==> config.mk <==
export PLATFORM = sky130hd
export DESIGN_NAME = deskew_ctrl_fsm
export DESIGN_NICKNAME = d
export VERILOG_FILES = /design/src/rtl/deskew_ctrl_fsm.sv
export SDC_FILE = /design/constraint.sdc
export NUM_CORES = 1
export LEC_CHECK = 0
export ABC_CLOCK_PERIOD_IN_PS = 80600
export CAP_MARGIN = 0
export CORE_MARGIN = 2
export CORE_UTILIZATION = 30
export DETAILED_ROUTE_END_ITERATION = 16
export GPL_TIMING_DRIVEN = 0
export SLEW_MARGIN = 20
export SYNTH_ARGS = -nofsm -noshare
export SYNTH_HDL_FRONTEND = slang
export SYNTH_SLANG_ARGS = --single-unit
==> constraint.sdc <==
create_clock -name i_clock -period 80.6 [get_ports i_clock]
set_clock_uncertainty 0.05 [all_clocks]
set_input_delay 16.12 -clock i_clock [delete_from_list [all_inputs] [get_ports i_clock]]
set_output_delay 16.12 -clock i_clock [all_outputs]
set_load 0.005 [all_outputs]
==> src/rtl/deskew_ctrl_fsm.sv <==
// deskew_ctrl_fsm: PCS multi-lane deskew, measures per-lane AM offsets and loads FIFO delays.
// Define DESKEW_FSM_STATS_EN to add o_realign_count (falling edges of o_align_status).
`timescale 1ns/1ps
module deskew_ctrl_fsm #(
  parameter int N_LANES   = 20,
  parameter int MAX_SKEW  = 16,
  parameter int NB_COUNT  = $clog2(MAX_SKEW)+1,
  parameter int N_CONFIRM = 2,
  parameter int N_LOSS    = 3
) (
  input  logic                         i_clock,
  input  logic                         i_reset,
  input  logic                         i_enable,
  input  logic [N_LANES-1:0]           i_am_lock,
  input  logic                         i_resync,
  input  logic [N_LANES-1:0]           i_start_of_lane,
  output logic [N_LANES*NB_COUNT-1:0]  o_lane_delay,
  output logic                         o_set_fifo_delay,
  output logic                         o_align_status,
  output logic                         o_deskew_error,
  output logic [1:0]                   o_state
`ifdef DESKEW_FSM_STATS_EN
  ,output logic [15:0]                 o_realign_count
`endif
);

  localparam int CW = $clog2(N_CONFIRM+1);
  localparam int LW = $clog2(N_LOSS+1);

  typedef enum logic [1:0] {
    INIT       = 2'd0,
    MEASURE    = 2'd1,
    WAIT_CHECK = 2'd2,
    CHECK      = 2'd3
  } state_t;

  typedef logic [N_LANES-1:0][NB_COUNT-1:0] lane_vec_t;

  state_t             state_q, state_d;
  logic [NB_COUNT-1:0] cnt_q, cnt_d, cnt_cur, mx;
  logic [N_LANES-1:0] arr_q, arr_d, arr_cur;
  lane_vec_t          off_q, off_d, off_cur;
  lane_vec_t          ref_q, ref_d;
  lane_vec_t          delay_q, delay_d;
  logic [CW-1:0]      conf_q, conf_d;
  logic [LW-1:0]      loss_q, loss_d, loss_inc;
  logic               align_q, align_d;
  logic               set_fifo, err, load;
  logic               in_rnd, start, is_meas, match;

  always_comb begin
    state_d  = state_q;
    cnt_d    = cnt_q;
    arr_d    = arr_q;
    off_d    = off_q;
    ref_d    = ref_q;
    delay_d  = delay_q;
    conf_d   = conf_q;
    loss_d   = loss_q;
    align_d  = align_q;
    set_fifo = 1'b0;
    err      = 1'b0;
    load     = 1'b0;
    in_rnd   = (state_q == MEASURE) || (state_q == CHECK);
    start    = ((state_q == INIT) || (state_q == WAIT_CHECK))
               && (|i_start_of_lane);
    is_meas  = (state_q == INIT) || (state_q == MEASURE);
    cnt_cur  = in_rnd ? cnt_q : '0;
    arr_cur  = arr_q | i_start_of_lane;
    loss_inc = loss_q + LW'(1);
    mx       = '0;
    for (int i = 0; i < N_LANES; i++) begin
      off_cur[i] = arr_q[i] ? off_q[i] : cnt_cur;
      if (off_cur[i] > mx) mx = off_cur[i];
    end
    match = (off_cur == ref_q);

    if (i_reset || i_resync || !(&i_am_lock)) begin
      state_d = INIT;
      cnt_d   = '0;
      arr_d   = '0;
      off_d   = '0;
      ref_d   = '0;
      delay_d = '0;
      conf_d  = '0;
      loss_d  = '0;
      align_d = 1'b0;
    end else if (i_enable) begin
      if (in_rnd && cnt_q == NB_COUNT'(MAX_SKEW)) begin
        err     = 1'b1;
        state_d = INIT;
        cnt_d   = '0;
        arr_d   = '0;
        off_d   = '0;
        ref_d   = '0;
        conf_d  = '0;
        loss_d  = '0;
        align_d = 1'b0;
      end else if (in_rnd || start) begin
        if (&arr_cur) begin
          state_d = WAIT_CHECK;
          cnt_d   = '0;
          arr_d   = '0;
          off_d   = '0;
          if (is_meas) begin
            load = 1'b1;
          end else if (match) begin
            loss_d = '0;
            if (conf_q != CW'(N_CONFIRM)) conf_d = conf_q + CW'(1);
            if (conf_d == CW'(N_CONFIRM)) align_d = 1'b1;
          end else begin
            err = 1'b1;
            if (!align_q) begin
              load = 1'b1;
            end else if (loss_inc == LW'(N_LOSS)) begin
              align_d = 1'b0;
              loss_d  = '0;
              load    = 1'b1;
            end else begin
              loss_d = loss_inc;
            end
          end
        end else begin
          state_d = is_meas ? MEASURE : CHECK;
          arr_d   = arr_cur;
          off_d   = off_cur;
          cnt_d   = cnt_cur + NB_COUNT'(1);
        end
      end
    end

    // Latest arrival gets zero delay; earlier lanes wait for it.
    if (load) begin
      set_fifo = 1'b1;
      ref_d    = off_cur;
      conf_d   = '0;
      for (int i = 0; i < N_LANES; i++) delay_d[i] = mx - off_cur[i];
    end
  end

  always_ff @(posedge i_clock) begin
    state_q <= state_d;
    cnt_q   <= cnt_d;
    arr_q   <= arr_d;
    off_q   <= off_d;
    ref_q   <= ref_d;
    delay_q <= delay_d;
    conf_q  <= conf_d;
    loss_q  <= loss_d;
    align_q <= align_d;
  end

  assign o_lane_delay     = delay_q;
  assign o_set_fifo_delay = set_fifo;
  assign o_deskew_error   = err;
  assign o_align_status   = align_q;
  assign o_state          = state_q;

`ifdef DESKEW_FSM_STATS_EN
  logic [15:0] rc_q, rc_d;

  // Survives i_resync so realignments stay visible across restarts.
  always_comb begin
    rc_d = rc_q;
    if (align_q && !align_d && rc_q != 16'hFFFF) rc_d = rc_q + 16'd1;
    if (i_reset) rc_d = '0;
  end

  always_ff @(posedge i_clock) begin
    rc_q <= rc_d;
  end

  assign o_realign_count = rc_q;
`endif

endmodule
==> flow_metrics.tcl <==
set metrics [dict create \
    crit_slowest_cell "a2111oi_1" \
    hold_buffers 0 \
    drv_slew 0 \
    grt_max_degree 55 \
    cts.path.max_buffers 3 \
    synthCells 2365 \
    syn-cell-area_um2 21100 \
    required_ns 80.86 \
    synthTopCellsByArea "edfxtp_1, dfxtp_1, ha_1" \
    holdCritPathClass "flop to flop" \
    postCtsSetupBuffers 0 \
    setup_viol 0 \
    clock_latency_ns 0.58 \
    cp_top_family "compound AO/OA/AOI/OAI gates" \
    stdcell_count 3529 \
    pin_count 149 \
    core_um2 69800 \
    ys.flop_type "edfxtp_1" \
    synth_seq_cells 332 \
    path_class "flop to flop" \
    ys_seq_area_frac 0.410 \
    die_area_um2 72400 \
    ys_async_sr_fraction 0 \
    fin_crit_sh 0.475 \
    die_h_um 269 \
    grt_pass1_wl_um 103000 \
    clock_sinks 332 \
    synth_area_per_cell_um2 8.91 \
    rows 97 \
    cts_tree "yes" \
    path_max_fanout 13 \
    numCtsBuffers 39 \
    arrival_ns 38.55 \
    fin_nets 2802 \
    maxCapViolations 0 \
    place.port_buffers 147 \
    diodes 0 \
    tightest_slew_ns 1.11 \
    dr.pass1.iters 5 \
    grt-ovfl-total 0 \
    yosysWarnings 0 \
    synth_edf_count 200 \
    drt_wl_total_um 68600 \
    gp_congestion 0.873 \
    drive_gt1_frac 0.0521 \
    wl_per_cell_um 19.4 \
    numPlacedInstances 3460 \
    synth.distinct_cells 68 \
    die_w_um 269 \
    synth_most_common_cell "nor2_1" \
    fmax_mhz 26.1 \
    grt_pass1_vias 17000 \
    clkTransAtPathRegs_ns 0.06 \
    cpPeakStageDelay_ns 0.71 \
    crit_buf_inv 15 \
    yosysTopAreaCell "edfxtp_1" \
    dp_hpwl_um 52000 \
    drt_iter0_markers 1361 \
    synth_nets 2606 \
    htreeDepth 2 \
    p_leak_nw 9.95 \
    cp-end-kind "flop" \
    root_buffer "clkbuf_16" \
    initial_core_util 0.302 \
    postLayoutCoreUtil 0.362 \
    track_usage 0.188 \
    synth_commonest_cells "nor2_1, a21oi_1, edfxtp_1" \
    start_kind "flop" \
    detail-route-antenna-nets 0 \
    hold_violations 0 \
    drc_errors 0 \
    synth_top_area_share 0.285 \
    p_per_area_nw_per_um2 14.4 \
    slew_headroom 0.260 \
    antenna_found_initial 1 \
    vias_per_cell 5.04 \
    min_period_ns 38.29 \
    status "completed" \
    vdd_drop_max_mv 0.0119 \
    cts_resized 0 \
    vias 17800 \
    finalPower_uw 364 \
    area_growth_pct 19.9 \
    setup_tns_ns 0 \
    rsz0062_at_grt "no" \
]
## layout by cell type, fill, tap and decap left out, types with 28 or more instances in the layout
master	instances
inv_1	163
nor2_1	423
o21a_1	76
clkbuf_16	43
a21oi_1	264
dfxtp_1	132
ha_1	177
clkbuf_1	89
clkdlybuf4s50_1	147
nor3_1	116
xnor2_1	139
edfxtp_1	200
o21ai_0	50
nand2_1	122
nor4_1	28
xor2_1	41
a21o_1	61
## report_power, final
| group | internal, mW | switching (mW) | total (mW) |
|---|---|---|---|
| combinational | 0.00247 | 0.00376 | 0.00624 |
| sequential | 0.178 | 0.0000000227 | 0.178 |
| clock | 0.107 | 0.0736 | 0.180 |
## path summary, 6_finish.rpt
kind | from | to | slack (ns) | cells after the start
worst min register to register | loss_q[1] | loss_q[1] | 0.42 | 2
worst max-delay path | o_state[0] | o_lane_delay[64] | 42.31 | 148
worst min-delay path | loss_q[1] | loss_q[1] | 0.42 | 2
worst max register to register | o_state[0] | o_lane_delay[64] | 42.31 | 148
## state kept, by name, indices dropped and copies added (netlist names)
signal          count
loss_q              2
ref_q             100
o_state             2
cnt_q               5
o_lane_delay      100
o_align_status      1
arr_q              20
off_q             100
conf_q              2
## worst reg2reg max path: cells and delay by family (launching register included)
kind | cells | cell delay (ns)
compound gates | 69 | 19.30
xor+xnor | 2 | 0.34
fa+ha+maj | 21 | 6.30
buf+inv | 15 | 3.54
flops | 1 | 0.32
mux | 7 | 2.92
simple gates | 34 | 5.24
## through the flow
stage,setup slack [ns],hold WS (ns),instance area [um2]
after global placement,36.56,0.411,23700
after detailed placement,42.41,0.416,24000
after CTS,42.17,0.424,25300
after global routing,39.46,0.457,25300
final,42.31,0.421,25300
after floorplan,46.70,0.395,21100
## layer usage
metal / GRT usage / up-vias / part of all wire
li1: - / 8656 / -
met1: 0.253 / 8438 / 0.44
met2: 0.307 / 580 / 0.46
met3: 0.0247 / 117 / 0.063
met4: 0.0716 / 0 / 0.036
met5: 0 / - / 0
## kinds of logic (layout without fill, tap and decap cells)
kind of cell,count (synthesis),count (layout),synth area share
simple gates,803,803,0.166
compound gates,542,542,0.157
flops,332,332,0.410
buf+inv,282,506,0.0529
fa+ha+maj,197,197,0.124
xor+xnor,180,180,0.0748
mux,29,29,0.0153
## layout make-up
class	count	area [um2]
tap	940	1180
timing repair buffer	155	1660
sequential	332	8650
multi-input combinational	1751	11400
fill	7143	44500
inverter	164	616
clock inverter	16	135
buffer	118	502
clock buffer	53	1150
No activity file was read; power rests on OpenSTA's default activity.
